### src/rtl/rv32im_mem_arbiter.sv
`default_nettype none
// ============================================================================
//  Module      : rv32im_mem_arbiter
//  Description : Single-outstanding arbiter sharing the core memory port
//                between IFU and LSU, with an IFU starvation guard and a
//                wait-state timeout.
//  Revision    : 1.0  initial release
// ============================================================================
module rv32im_mem_arbiter #(
   parameter int DATA_W     = 32,
   parameter int ADDR_W     = 32,
   parameter int STARVE_MAX = 4,
   parameter int TIMEOUT    = 255
) (
   input  logic              clk_i,
   input  logic              rst_n_i,
   input  logic              ifu_req_i,
   input  logic [ADDR_W-1:0] ifu_addr_i,
   output logic              ifu_ack_o,
   output logic [DATA_W-1:0] ifu_rdata_o,
   output logic              ifu_err_o,
   input  logic              lsu_req_i,
   input  logic              lsu_we_i,
   input  logic [3:0]        lsu_be_i,
   input  logic [ADDR_W-1:0] lsu_addr_i,
   input  logic [DATA_W-1:0] lsu_wdata_i,
   output logic              lsu_ack_o,
   output logic [DATA_W-1:0] lsu_rdata_o,
   output logic              lsu_err_o,
   output logic              mem_req_o,
   output logic              mem_we_o,
   output logic [3:0]        mem_be_o,
   output logic [ADDR_W-1:0] mem_addr_o,
   output logic [DATA_W-1:0] mem_wdata_o,
   input  logic              mem_ack_i,
   input  logic [DATA_W-1:0] mem_rdata_i
);

   typedef enum logic [1:0] {
      S_IDLE = 2'd0,
      S_BUSY = 2'd1,
      S_RESP = 2'd2
   } state_t;

   localparam logic [3:0]  c_STARVE_MAX = 4'(STARVE_MAX);
   localparam logic [15:0] c_TMO_LAST   = 16'(TIMEOUT - 1);

   state_t      r_state;
   logic [3:0]  r_starve_cnt;
   logic [15:0] r_tmo_cnt;
   logic        r_owner_ifu;

   logic w_grant_ifu;
   logic w_grant_lsu;

   // LSU normally wins; IFU only jumps the queue once it has been passed over STARVE_MAX times.
   assign w_grant_ifu = ifu_req_i & (~lsu_req_i | (r_starve_cnt == c_STARVE_MAX));
   assign w_grant_lsu = lsu_req_i & ~w_grant_ifu;

   always_ff @(posedge clk_i) begin
      if (!rst_n_i) begin
         r_state      <= S_IDLE;
         r_starve_cnt <= '0;
         r_tmo_cnt    <= '0;
         r_owner_ifu  <= 1'b0;
         ifu_ack_o    <= 1'b0;
         ifu_rdata_o  <= '0;
         ifu_err_o    <= 1'b0;
         lsu_ack_o    <= 1'b0;
         lsu_rdata_o  <= '0;
         lsu_err_o    <= 1'b0;
         mem_req_o    <= 1'b0;
         mem_we_o     <= 1'b0;
         mem_be_o     <= '0;
         mem_addr_o   <= '0;
         mem_wdata_o  <= '0;
      end else begin
         ifu_ack_o   <= 1'b0;
         ifu_rdata_o <= '0;
         ifu_err_o   <= 1'b0;
         lsu_ack_o   <= 1'b0;
         lsu_rdata_o <= '0;
         lsu_err_o   <= 1'b0;

         case (r_state)
            S_IDLE: begin
               if (w_grant_ifu) begin
                  mem_req_o    <= 1'b1;
                  mem_we_o     <= 1'b0;
                  mem_be_o     <= 4'hF;
                  mem_addr_o   <= ifu_addr_i;
                  mem_wdata_o  <= '0;
                  r_owner_ifu  <= 1'b1;
                  r_starve_cnt <= '0;
                  r_tmo_cnt    <= '0;
                  r_state      <= S_BUSY;
               end else if (w_grant_lsu) begin
                  mem_req_o   <= 1'b1;
                  mem_we_o    <= lsu_we_i;
                  mem_be_o    <= lsu_be_i;
                  mem_addr_o  <= lsu_addr_i;
                  mem_wdata_o <= lsu_wdata_i;
                  r_owner_ifu <= 1'b0;
                  r_tmo_cnt   <= '0;
                  r_state     <= S_BUSY;
                  if (ifu_req_i && (r_starve_cnt != c_STARVE_MAX))
                     r_starve_cnt <= r_starve_cnt + 4'd1;
               end
            end

            S_BUSY: begin
               r_tmo_cnt <= r_tmo_cnt + 16'd1;
               // A bus ack in the final wait cycle still counts as success.
               if (mem_ack_i || (r_tmo_cnt == c_TMO_LAST)) begin
                  mem_req_o <= 1'b0;
                  r_state   <= S_RESP;
                  if (r_owner_ifu) begin
                     ifu_ack_o   <= 1'b1;
                     ifu_rdata_o <= mem_ack_i ? mem_rdata_i : '0;
                     ifu_err_o   <= ~mem_ack_i;
                  end else begin
                     lsu_ack_o   <= 1'b1;
                     lsu_rdata_o <= mem_ack_i ? mem_rdata_i : '0;
                     lsu_err_o   <= ~mem_ack_i;
                  end
               end
            end

            S_RESP: begin
               r_state <= S_IDLE;
            end

            default: begin
               r_state <= S_IDLE;
            end
         endcase
      end
   end

endmodule
`default_nettype wire

### config.mk
export PLATFORM = sky130hd
export DESIGN_NAME = rv32im_mem_arbiter
export DESIGN_NICKNAME = d
export VERILOG_FILES = /design/src/rtl/rv32im_mem_arbiter.sv
export SDC_FILE = /design/constraint.sdc
export NUM_CORES = 1
export LEC_CHECK = 0
export CAP_MARGIN = 30
export CORE_MARGIN = 5
export CORE_UTILIZATION = 29
export CTS_BUF_LIST = sky130_fd_sc_hd__clkbuf_16
export DETAILED_ROUTE_END_ITERATION = 10
export GPL_ROUTABILITY_DRIVEN = 0
export PLACE_DENSITY = 0.63
export SLEW_MARGIN = 20
export SYNTH_ARGS = -nofsm -noshare
export SYNTH_HDL_FRONTEND = slang
export SYNTH_SLANG_ARGS = --single-unit
export TNS_END_PERCENT = 100
### constraint.sdc
create_clock -name clk_i -period 1.4 [get_ports clk_i]
set_input_delay 0.28 -clock clk_i [delete_from_list [all_inputs] [get_ports clk_i]]
set_output_delay 0.28 -clock clk_i [all_outputs]
set_load 0.02 [all_outputs]
==> results.yml <==
outcome:
  status: "complete, but fails checks"
  violations: "setup timing"
route:
  drtIter0Drc: 172
  drtAntennaViolNets: 0
  post_drt_wl_per_cell_microns: 17.1
  drc_errors: 0
  viasPerCell: 4.65
  first_pass_iters: 4
  routed_wl_microns: 22100
  vias: 6022
clock_tree:
  clockBufferDepth: 2
  htreeDepth: 4
  cts_tree: "done"
  clk_pin_slew_worst_paths_ns: 0.07
  cts.sinks: 161
  worstSkewPairLatency_ns: 0.42
  cts_made_buffers: 17
  holdBufCountCts: 0
  ctsRootBufferMaster: "clkbuf_16"
grt:
  met1_usage_pct: 20.0
  met2_usage_pct: 30.4
  antenna_found_initial: 0
  gr-max-usage-layer: "met2"
  use_met3_pct: 6.88
  grt_pass1_vias: 5915
  grt-ovfl-total: 0
  grt_pass1_wl_microns: 31000
  grt_usage_pct: 17.4
  grt_max_degree: 49
die:
  num_io_pins: 276
  rows: 51
  fp.coreArea_sq_um: 19500
  die_h_microns: 151
  fp.dieArea_sq_um: 22800
  initial_core_util_pct: 29.5
  die_w_microns: 151
synthesis:
  ys_seq_area_share_pct: 55.9
  synth_edf_count: 0
  ys_warn_count: 0
  synth_top_cell_by_area: "dfxtp_1"
  synth_ff_type: "dfxtp_1"
  syn_inst: 669
  synthTopCellsByArea: "dfxtp_1 (56%), nand2_1 (9.0%), nor2_1 (5.2%)"
  ys_types: 49
  async_flop_share_pct: 0
  synth_area_sq_um: 5770
  ys_seq_elements: 161
  avgSynthCellArea_sq_um: 8.62
  syn_nets: 811
  synth.top_cell.area_share_pct: 55.9
critical_path:
  path_common_cell: "buf_12"
  reg2regPathDepth: 8
  crit_path_top_delay_cell: "dfxtp_2"
  worst-path-max-fanout: 6
  crit_family: "compound AO/OA/AOI/OAI gates"
  reg2reg_to: "mem_addr_o[9]"
  criticalPathCategory: "register to register"
  arrival_ns: 1.85
  start_kind: "register"
  endpoint_kind: "register"
  regToRegSetupSlack_ns: -0.15
  required_ns: 1.71
  cp_cell_sequence: "inv_2, ha_4, nand3b_1, a21bo_4, buf_12, buf_12, nand2_4, a31oi_1"
  r2r-start: "r_starve_cnt[1]"
  slowest_delay_ns: 0.32
  cp_num_buf_inv: 3
sta:
  rsz0062_at_grt: "yes"
  clock.fmax_mhz: 647
  fin_crit_ns: 1.55
  worst_slack_ns: -0.147
  finalMaxSlewViolations: 0
  finalSetupViolCount: 116
  fin_crit_sh_pct: 110
  tightest_slew_ns: 0.289
  hold_viol: 0
  fin_tns_setup_ns: -8.95
  finClkSkew_ns: 0.0116
  slew_headroom_pct: 80.5
min_path:
  whs_endpoint: "r_tmo_cnt[0]"
  whs_path_depth: 3
  hp-class: "input port to register"
  holdCritStartpoint: "rst_n_i"
place:
  io_buffers: 275
  hpwl_microns: 13400
cells_and_area:
  utilization_pct: 57.5
  syn2layout_area_growth_pct: 94.9
  diodes: 0
  layout-drive-gt1-share_pct: 32.8
  fin_nets: 1158
  nFillCells: 1710
run:
  cap_violations: 0
pwr:
  vdd_ir_drop_max_v: 0.000793
  p_per_area_nw_per_um2: 1090
  leakage_nw: 4.64
  total_power_mw: 12.3
==> stage by stage <==
step	setup slack, ns	cells	area (sq um)	hold slack [ns]
final	-0.147	1294	11200	0.267
after CTS	-0.169	1277	10500	0.249
after global routing	-0.193	1294	11200	0.262
after global placement	-0.376	1218	9160	0.436
after detailed placement	-0.380	1218	9160	0.445
after floorplan	-0.0201	669	5790	0.357
==> worst max-delay path by stage <==
stage / startpoint / to / slack, ns / cells after the start
final: r_starve_cnt[1] / mem_addr_o[9] / -0.15 / 8
after global routing: r_starve_cnt[1] / mem_wdata_o[28] / -0.19 / 8
after CTS: r_tmo_cnt[0] / lsu_err_o / -0.17 / 6
after detailed placement: ifu_req_i / r_tmo_cnt[8] / -0.38 / 6
after global placement: lsu_req_i / r_tmo_cnt[12] / -0.38 / 6
after floorplan: r_starve_cnt[0] / mem_wdata_o[10] / -0.02 / 8
==> synthesized netlist by cell type, drive strengths merged (5+ instances only) <==
master / instances
and3: 6
nand2b: 5
clkbuf: 24
a31oi: 35
buf: 25
o21ai: 41
dfxtp: 161
a21oi: 39
inv: 9
nand2: 138
nor2: 81
nor3: 8
nand3: 44
==> worst register-to-register path, delay by kind of cell (launching register included) <==
kind                       cells  cell delay (ns)
DFF                            1             0.32
AOI/OAI and AO/OA              2             0.40
adders and majority gates      1             0.12
and+or+nand+nor                2             0.23
buffers and inverters          3             0.37
==> cell type report <==
cell class,instances,area [sq um],area share [%]
multi-input combinational,450,3090,27.5
inverter,9,33.8,0.301
clock buffer,17,425,3.79
tap,265,332,2.95
sequential,161,3230,28.8
clock inverter,15,168,1.49
timing repair buffer,377,3950,35.2
==> power by group <==
part           leakage, nW  internal [mW]  switching (mW)
clock                0.290           2.55            2.13
combinational         3.03           1.37            1.31
sequential            1.32           4.81           0.120
total                 4.64           8.73            3.57
==> flip-flops by register name (all words and copies together) (netlist names), 2 cells and up <==
name / cells
mem_be_o: 4
r_tmo_cnt: 16
ifu_rdata_o: 32
lsu_rdata_o: 32
r_state: 2
r_starve_cnt: 4
mem_wdata_o: 32
mem_addr_o: 32
==> cell families (layout without fill, tap and decap cells) <==
family          Yosys count  count (layout)  share of synthesized area (%)
mux                       3               3                          0.521
fa+ha+maj                 4               4                          0.868
flops                   161             161                           55.9
compound gates          136             136                           13.9
buf+inv                  58             418                           4.80
simple gates            307             307                           24.0
==> what timing repair did <==
action                                  CTS  global route
endpoints found under the setup margin  226           215
gates cloned                             13            10
pin swaps                                40            92
buffers inserted                         15            13
gates resized for setup                 268           260
==> layer usage <==
| layer | up-vias | part of all wire (%) | wire [microns] |
|---|---|---|---|
| met4 | 0 | 1.6 | 357 |
| met1 | 2781 | 39 | 8660 |
| met2 | 233 | 50 | 11100 |
| met5 | - | 0 | 0 |
| li1 | 2985 | - | - |
| met3 | 23 | 9.2 | 2040 |
==> layout by cell type, fill, tap and decap left out, types with 4 or more instances in the layout <==
master,instances
and3_4,4
dlygate4sd2_1,62
o21a_1,4
clkbuf_16,25
nand3_4,5
inv_1,7
nor2_1,19
nor2_4,50
nand3_2,29
a21oi_1,22
buf_16,10
dfxtp_1,154
inv_8,6
a21oi_2,17
buf_6,11
nand2_4,5
nand4_1,4
clkdlybuf4s15_2,6
nor3_1,6
o21ai_1,19
clkdlybuf4s15_1,36
a31oi_1,35
buf_4,48
clkdlybuf4s50_1,136
clkbuf_2,34
nand2_1,120
nor2_2,12
dfxtp_2,7
nand2b_1,4
o21ai_0,19
nand3_1,10
buf_12,22
nand2_2,13
No activity file was read; power rests on OpenSTA's default activity.
